**config.mk**
```make
export PLATFORM = sky130hd
export DESIGN_NAME = mux_rr_arbiter_4
export DESIGN_NICKNAME = d
export VERILOG_FILES = /design/src/rtl/mux_arb_pkg.sv /design/src/rtl/rr_pick4.sv /design/src/rtl/mux_rr_arbiter_4.sv
export SDC_FILE = /design/constraint.sdc
export NUM_CORES = 1
export LEC_CHECK = 0
export ABC_AREA = 1
export BUFFER_PORTS_ARGS = -buffer_cell sky130_fd_sc_hd__buf_4
export CORE_ASPECT_RATIO = 0.5
export CORE_UTILIZATION = 35
export DETAILED_ROUTE_END_ITERATION = 8
export GPL_ROUTABILITY_DRIVEN = 0
export PLACE_DENSITY = 0.68
export SYNTH_ARGS = -nofsm -noshare
export SYNTH_HDL_FRONTEND = slang
export SYNTH_SLANG_ARGS = --single-unit
```
**constraint.sdc**
```tcl
create_clock -name clk -period 2.7 [get_ports clk]
set_input_delay 0.135 -clock clk [delete_from_list [all_inputs] [get_ports clk]]
set_output_delay 0.135 -clock clk [all_outputs]
set_load 0.005 [all_outputs]
```
**src/rtl/mux_arb_pkg.sv**
```systemverilog
// mux_arb_pkg: shared constants, FSM state type and select helper for mux_rr_arbiter_4
package mux_arb_pkg;
  localparam int N_REQ = 4;
  localparam int SEL_W = 2;
  localparam int DATA_W = 5;
  typedef enum logic {IDLE, BUSY} state_t;
  function automatic logic [SEL_W-1:0] onehot_to_idx(input logic [N_REQ-1:0] oh);
    return {oh[3] | oh[2], oh[3] | oh[1]};
  endfunction
endpackage

```
**src/rtl/rr_pick4.sv**
```systemverilog
// rr_pick4: combinational winner picker, round-robin after last_grant (fixed priority 0..3 under MUX_ARB_FIXED_PRIO_EN)
module rr_pick4
  import mux_arb_pkg::*;
(
  input  logic [N_REQ-1:0] req,
  input  logic [SEL_W-1:0] last_grant,
  output logic [N_REQ-1:0] grant_onehot,
  output logic [SEL_W-1:0] grant_idx,
  output logic             any
);
`ifdef MUX_ARB_FIXED_PRIO_EN
  logic unused_last_grant;
  assign unused_last_grant = ^last_grant;
`endif
  // Walk the search order from lowest to highest priority so the highest-priority requester is written last
  always_comb begin
    logic [SEL_W-1:0] idx;
    idx = '0;
    grant_onehot = '0;
    for (int k = N_REQ; k >= 1; k--) begin
`ifdef MUX_ARB_FIXED_PRIO_EN
      idx = SEL_W'(k - 1);
`else
      idx = SEL_W'(int'(last_grant) + k);
`endif
      grant_onehot = req[idx] ? N_REQ'(1) << idx : grant_onehot;
    end
  end
  assign grant_idx = onehot_to_idx(grant_onehot);
  assign any = |req;
endmodule

```
**src/rtl/mux_rr_arbiter_4.sv**
```systemverilog
// mux_rr_arbiter_4: round-robin arbiter sharing one 4:1 mux with a registered valid/ready output (MUX_ARB_FIXED_PRIO_EN selects fixed priority)
module mux_rr_arbiter_4
  import mux_arb_pkg::*;
(
  input  logic                    clk,
  input  logic                    reset,
  input  logic [N_REQ-1:0]        req,
  input  logic [N_REQ*DATA_W-1:0] a,
  output logic [N_REQ-1:0]        req_ack,
  output logic [SEL_W-1:0]        sel,
  output logic [DATA_W-1:0]       out_data,
  output logic                    out_valid,
  input  logic                    out_ready
);
  state_t            state;
  logic [SEL_W-1:0]  last_grant;
  logic [SEL_W-1:0]  grant_idx;
  logic [N_REQ-1:0]  grant_onehot;
  logic              any;
  logic              load;
  rr_pick4 u_pick (
    .req          (req),
    .last_grant   (last_grant),
    .grant_onehot (grant_onehot),
    .grant_idx    (grant_idx),
    .any          (any)
  );
  assign load = (state == IDLE) || (out_valid && out_ready);
  assign req_ack = (load && !reset) ? grant_onehot : '0;
  // Output register loads the winner on every free slot; an empty handshake falls back to IDLE keeping data and sel
  always_ff @(posedge clk or posedge reset) begin
    if (reset) begin
      state      <= IDLE;
      out_valid  <= 1'b0;
      out_data   <= '0;
      sel        <= '0;
      last_grant <= SEL_W'(N_REQ - 1);
    end else if (load) begin
      if (any) begin
        out_data   <= a[grant_idx*DATA_W +: DATA_W];
        sel        <= grant_idx;
        last_grant <= grant_idx;
        out_valid  <= 1'b1;
        state      <= BUSY;
      end else begin
        out_valid  <= 1'b0;
        state      <= IDLE;
      end
    end
  end
endmodule

```
==> summary.md, run 1 <==
| Metric | Value |
|---|---|
| Status | `complete, no violations` |
| Worst flop-to-flop path startpoint | `last_grant[1]$_DFFE_PP1P_` |
| Final ANT Viol Nets | `0` |
| Synth area leader | `dfrtp_1` |
| Final Max Tran Viols | `0` |
| Hold wc startpoint | `req[2]` |
| IO Port Bufs | `38` |
| Register area share after synthesis | `0.225` |
| Initial antenna violation count | `0` |
| 1st-pass router iterations | `4` |
| Async set-or-reset flop fraction in the synthesized netlist | `1.00` |
| Setup TNS | `0 ps` |
| Fin cells | `253` |
| Row count | `14` |
| CP arrival | `2410 ps` |
| Slew HR | `0.248` |
| Layout cell share with drive strength beyond 1 | `0.315` |
| Sw Pwr | `1.15 mW` |
| Die width | `between 80 and 90 um` |
| Vias per inst | `4.60` |
| CP Launch Type | `register` |
| Post-DP HPWL | `about 2.1 mm` |
| CP top delay family | `flip-flops` |
| Synth Area in Compound Gates | `0.107` |
| Top cell type's share of synthesized area | `0.179` |
| Peak Freq | `394 MHz` |
| Crit end category | `primary output` |
| DRT iter0 DRCs | `48` |
| XOR/XNOR share of the synthesized area | `0` |
| Max clock buf depth | `2` |
| Vias in the first global route | `about 1.1k` |
| Count leader, synth | `nand2_1` |
| Starting Density | `0.370` |
| Area Overhead vs Synth | `32.9%` |
| Net switching fraction of the power | `0.541` |
| Mapped Cells | `174` |
| Total track usage | `0.170` |
| Main combinational cell family by area after synthesis | `simple AND/OR/NAND/NOR gates` |
| Vias post-DR | `1165` |
| Tmin final | `~2500 ps` |
| Layout Skew | `about 4.9 ps` |
| Number of buffers created by CTS | `3` |
| Largest stage delay, worst path | `600 ps` |
| Drt wl/cell | `10.1 um` |
| Hold Worst Slack | `139 ps` |
| Core region area | `3030 um^2` |
| CTS tree | `built` |
| Synth Cell Area | `1120 um^2` |
| Placed Cells | `249` |
| Post-route DRC | `0` |
| Layout Nets | `roughly 250` |
| LEAKAGE | `0.868 nW` |
| Largest net degree at the start of global routing | `21` |
| Total die area | `around 3400 um^2` |
| Total gr overflow | `0` |
| Final Power | `2.12 mW` |
| Syn_nets | `208` |
| Crit path kind | `reg -> out` |
| Die Y | `42.0 um` |
| VDD IR max | `672 uV` |
| Final period util | `0.941` |
| Mux share of post-synthesis cell area | `0` |
| Final setup margin | `159 ps` |
| Final Setup Violations | `0` |
| First-pass GRT wire length | `about 4.6 mm` |
| Max Cap Violations | `0` |
| Hold Violations, Final | `0` |
| Clock root cell | `clkbuf_8` |
| Crit path cell chain | `inv_1 > ha_1 > inv_1 > nand3_2 > nand2_1 > nand3_1 > nand2_1 > a21boi_4 > nor2_1 > buf_4` |
| Clk_lat worst skew | `230 ps` |
| Tightest Hold Check Type | `in -> reg` |
| P per Cell Area | `approximately 1400 nW/um^2` |
| Fillcell total | `318` |
| Combinational Power Share | `0.786` |
| Crit path launch | `last_grant[1]$_DFFE_PP1P_` |
| Synth Area in Simple Gates | `0.445` |
| Unrepaired setup endpoints after global routing | `false` |
| Top cells by instance count after synthesis | `44 x nand2_1, 34 x nand3_1, 30 x inv_1, 10 x nor2_1, 8 x dfrtp_1` |
| Commonest register cell after synthesis | `dfrtp_1` |
| Netlist cell types | `23` |
| CTS H-tree lvls | `1` |
| Synth Area in Adders | `0.0781` |
| Crit path max-delay cell type | `dfstp_2` |
| Tightest Pin Transition | `1120 ps` |
| Syn Area/Cell | `6.44 um^2` |
| Crit path max fanout | `9` |
| Critical path buffer and inverter count | `3` |
| ANT cells | `0` |
| Internal | `between 0.9 and 1 mW` |
| Clock transition at the registers of the reported paths | `roughly 50 ps` |
| Post-CTS Setup Inserts | `0` |
| Yosys reg bits | `10` |
| Sequential share of power | `0.143` |
| Clk pwr share | `0.070` |
| Routed WL | `2.55 mm` |
| Top cells by area, synth | `dfrtp_1 18%, nand3_1 15%, nand2_1 15%` |
| YS warnings | `0` |
| Pre-CTS setup slack | `206 ps` |
| Post-synth EDFFs | `0` |
| Req. time, crit path | `around 2600 ps` |
| I/O Pins | `39` |
| Sink Count | `10` |
[kinds of logic (layout without fill, tap and decap cells)]
family	count (synthesis)	in the layout
adders and majority gates	7	7
AOI/OAI and AO/OA	15	15
DFF	10	10
buffers and inverters	39	78
and+or+nand+nor	103	103
[worst reg2reg max path: stages (launching register included)]
cell,delay (ps)
dfstp_2,600
inv_1,170
ha_1,370
inv_1,80
nand3_2,120
nand2_1,130
nand3_1,100
nand2_1,90
a21boi_4,300
buf_4,190
nand3_1,70
nand3_1,120
a21oi_2,60
[placed cells by master, fill, tap and decap left out, types with 5 or more instances in the layout]
master,count
buf_4,39
dfrtp_1,8
ha_1,7
inv_1,30
nand2_1,44
nand2_2,5
nand3_1,34
nand3_2,6
nor2_1,10
[repair_timing]
| action | in CTS | in global routing |
|---|---|---|
| resized for setup | 0 | 1 |
| endpoints found under the setup margin | 0 | 4 |
| hold endpoints to repair | 8 | 0 |
| hold buffers | 1 | 0 |
[power groups by stage]
| stage | clock network [mW] | registers (mW) | logic [mW] |
|---|---|---|---|
| 2_1_floorplan | 0 | 0.301 | 1.33 |
| 3_3_place_gp | 0 | 0.305 | 1.63 |
| 3_5_place_dp | 0 | 0.308 | 1.64 |
| 4_1_cts | 0.154 | 0.307 | 1.65 |
| 5_1_grt | 0.160 | 0.318 | 1.89 |
| 6_report | 0.150 | 0.304 | 1.67 |
[per-stage QoR]
stage	area, um^2	util
finish	1490	0.492
CTS	1490	0.490
floorplan	1120	-
detailed placement	1430	0.473
global placement	1430	0.473
global route	1490	0.492
[per-layer routing]
layer,part of all wire,up-vias,global-route usage
met3,0.024,0,0.0196
met1,0.51,524,0.249
li1,-,624,-
met5,0,-,0
met4,0,0,0.0211
met2,0.47,17,0.274
[cell type report]
class / instances / area [um^2] / area share
tap: 40 / 50.0 / 0.0336
multi-input combinational: 125 / 712 / 0.478
inverter: 35 / 131 / 0.0882
clock buffer: 3 / 41.3 / 0.0277
timing repair buffer: 40 / 303 / 0.203
sequential: 10 / 253 / 0.170
[final timing paths]
kind                                              to  slack (ps)  depth (start not counted)
max in group asynchronous  last_grant[1]$_DFFE_PP1P_        1940                          3
min in group asynchronous         sel[0]$_DFFE_PP0P_         450                          3
min reg2reg                       sel[0]$_DFFE_PP0P_         490                          2
max                                       req_ack[3]         160                         10
max reg2reg                  out_data[1]$_DFFE_PP0P_         180                         12
min                                state$_DFFE_PP0N_         140                          3
[state kept, by name, indices dropped and copies added (netlist names)]
signal,count
out_data,5
last_grant,2
sel,2
state,1
(Power assumes the default switching activity.)
==> run 2: changes to the inputs <==
--- a/config.mk
+++ b/config.mk
@@ -7,11 +7,12 @@
 export LEC_CHECK = 0
 export ABC_AREA = 1
 export BUFFER_PORTS_ARGS = -buffer_cell sky130_fd_sc_hd__buf_4
-export CORE_ASPECT_RATIO = 0.5
+export CORE_ASPECT_RATIO = 0.9
 export CORE_UTILIZATION = 35
 export DETAILED_ROUTE_END_ITERATION = 8
 export GPL_ROUTABILITY_DRIVEN = 0
 export PLACE_DENSITY = 0.68
+export REMOVE_ABC_BUFFERS = 1
 export SYNTH_ARGS = -nofsm -noshare
 export SYNTH_HDL_FRONTEND = slang
 export SYNTH_SLANG_ARGS = --single-unit
==> constraint.sdc (replaced) <==
create_clock -name clk -period 2.9 [get_ports clk]
set_input_delay 0.145 -clock clk [delete_from_list [all_inputs] [get_ports clk]]
set_output_delay 0.145 -clock clk [all_outputs]
set_load 0.005 [all_outputs]
==> summary.md, run 2 (synthesis results as in run 1) <==
| Metric | Value |
|---|---|
| Status | `complete, no violations` |
| P per Cell Area | `1310 nW/um^2 (-7.8%)` |
| Clk_lat worst skew | `270 ps (+40 ps)` |
| Final period util | `0.905` |
| Tightest Pin Transition | `1150 ps (+23.2 ps)` |
| Routed WL | `2.70 mm (+6.1%)` |
| Clock transition at the registers of the reported paths | `80 ps (+30 ps)` |
| Tmin final | `between 2000 and 3000 ps` |
| CTS H-tree lvls | `1 (unchanged)` |
| Sink Count | `10 (unchanged)` |
| Max Cap Violations | `0 (unchanged)` |
| Initial antenna violation count | `0 (unchanged)` |
| Critical path buffer and inverter count | `3 (unchanged)` |
| First-pass GRT wire length | `4.47 mm (-3.7%)` |
| Vias per inst | `4.62 (+0.32%)` |
| 1st-pass router iterations | `4 (unchanged)` |
| Most common cell on crit path | `nand2_1` |
| Layout Nets | `248 (-0.40%)` |
| Crit path max fanout | `13 (+4)` |
| Unrepaired setup endpoints after global routing | `false` |
| Final Setup Violations | `0 (unchanged)` |
| Die width | `61.7 um (-25%)` |
| LEAKAGE | `0.860 nW (-0.87%)` |
| Area Overhead vs Synth | `31.6%` |
| Hold Violations, Final | `0 (unchanged)` |
| Met2 usage | `0.246 (-0.0286)` |
| Total die area | `3430 um^2 (-0.40%)` |
| CP Launch Type | `register` |
| Req. time, crit path | `2760 ps (+190 ps)` |
| Met1 usage | `0.260 (+0.0112)` |
| Max clock buf depth | `2 (unchanged)` |
| Starting Density | `0.368 (-0.00152)` |
| CTS tree | `built` |
| Placed Area | `1430 um^2 (-0.35%)` |
| Final Power | `1.94 mW (-8.7%)` |
| Post-DP HPWL | `2.14 mm (+1.1%)` |
| Largest stage delay, worst path | `640 ps (+40 ps)` |
| Core region area | `3040 um^2 (+0.41%)` |
| CP arrival | `2480 ps (+70 ps)` |
| Largest net degree at the start of global routing | `21 (unchanged)` |
| Final ANT Viol Nets | `0 (unchanged)` |
| Peak Freq | `381 MHz` |
| Cell area after layout | `1480 um^2 (-1.0%)` |
| # resized after CTS | `0 (unchanged)` |
| Most frequent cells in the layout | `44 x nand2_1, 38 x buf_4, 34 x nand3_1` |
| Crit end category | `primary output` |
| Setup TNS | `0 ps (unchanged)` |
| Crit path cell chain | `inv_2 > ha_1 > inv_1 > nand3_2 > nand2_1 > nand3_1 > nand2_1 > a21boi_4 > nor2_1 > buf_4` |
| CP top delay family | `flip-flops` |
| Layout Skew | `2.24 ps (-2.69 ps)` |
| Met3 Resource Use GR | `0.0442 (+0.0246)` |
| Crit path max-delay cell type | `dfstp_2` |
| Total track usage | `0.170 (about the same)` |
| Die Y | `55.7 um (+33%)` |
| Crit path kind | `reg -> out` |
| Number of buffers created by CTS | `3 (unchanged)` |
| Pre-CTS setup slack | `347 ps (+141 ps)` |
| Busiest layer in global routing | `met1` |
| Drt wl/cell | `10.6 um (+5.3%)` |
| Fillcell total | `338 (+6.3%)` |
| Area of the multi-input gates | `707 um^2 (-0.70%)` |
| Clock root cell | `clkbuf_4` |
| Row count | `19 (+5)` |
| Layout cell share with drive strength beyond 1 | `0.315 (unchanged)` |
| Regs by FF count | `out_data: 5 flops, last_grant: 2 flops, sel: 2 flops` |
| Post-route DRC | `0 (unchanged)` |
| Max reg flops | `5 (unchanged)` |
| Vias post-DR | `1178 (+1.1%)` |
| Final setup margin | `276 ps (+117 ps)` |
| ANT cells | `0 (unchanged)` |
| I/O Pins | `39 (unchanged)` |
| Register with the most flip-flops | `out_data` |
| Most common cell after layout, fill and taps aside | `nand2_1` |
| Register area | `253 um^2 (unchanged)` |
| Tightest Hold Check Type | `in -> reg` |
| Total gr overflow | `0 (unchanged)` |
| VDD IR max | `606 uV (-9.9%)` |
| Vias in the first global route | `1042 (-2.9%)` |
| Final Max Tran Viols | `0 (unchanged)` |
| DRT iter0 DRCs | `32 (-33%)` |
| Slew HR | `0.233 (-0.0155)` |
| IO Port Bufs | `38 (unchanged)` |
-- run 2: cell types whose count changed in the layout (fill, tap and decap cells not counted) --
| cell | before | now |
|---|---|---|
| clkbuf_8 | 3 | 1 |
| nand2_2 | 5 | 6 |
| clkbuf_4 | 0 | 3 |
| buf_4 | 39 | 38 |
| nand2_4 | 3 | 2 |
-- run 2: cell type report --
type / instances / area share
inverter: 35 / 0.0891
multi-input combinational: 125 / 0.479
tap: 42 / 0.0356
timing repair buffer: 39 / 0.200
clock buffer: 4 / 0.0246
sequential: 10 / 0.171
-- run 2: worst paths after layout --
path	start	to	slack (ps)	depth (start not counted)
max reg2reg	last_grant[0]$_DFFE_PP1P_	out_data[1]$_DFFE_PP0P_	300	12
max in group asynchronous	reset	last_grant[1]$_DFFE_PP1P_	2140	3
min	req[2]	state$_DFFE_PP0N_	110	3
min in group asynchronous	reset	out_data[4]$_DFFE_PP0P_	430	3
max	last_grant[0]$_DFFE_PP1P_	req_ack[3]	280	10
min reg2reg	sel[1]$_DFFE_PP0P_	sel[1]$_DFFE_PP0P_	490	2
-- run 2: metal layers --
layer	wire, um	part of all wire	vias to the layer above
met5	0	0	-
met4	10	0.0037	0
met3	133	0.049	2
met2	1150	0.42	29
met1	1410	0.52	525
li1	-	-	622
-- run 2: stage by stage --
stage / utilization / hold WS [ps] / cells
final: 0.485 / 107 / 255
after global routing: 0.485 / 117 / 255
after CTS: 0.485 / 105 / 255
after detailed placement: 0.470 / 180 / 250
after global placement: 0.470 / 173 / 250
after floorplan: - / -8.06 / 170
-- run 2: power breakdown --
group,internal [mW],switching (mW),total (mW)
Sequential,0.223,0.0613,0.285
Combinational,0.565,0.956,1.52
Clock,0.0763,0.0557,0.132
-- run 2: worst reg2reg max path: cells and delay by family (launching register included) --
kind | cells | cell delay (ps)
AOI/OAI and AO/OA | 2 | 480
adders and majority gates | 1 | 350
buffers and inverters | 2 | 190
DFF | 1 | 640
and+or+nand+nor | 7 | 870
-- run 2: timing repair --
item | CTS | global route
hold endpoints to repair | 8 | 0
setup buffers | 0 | 0
hold buffers | 1 | 0
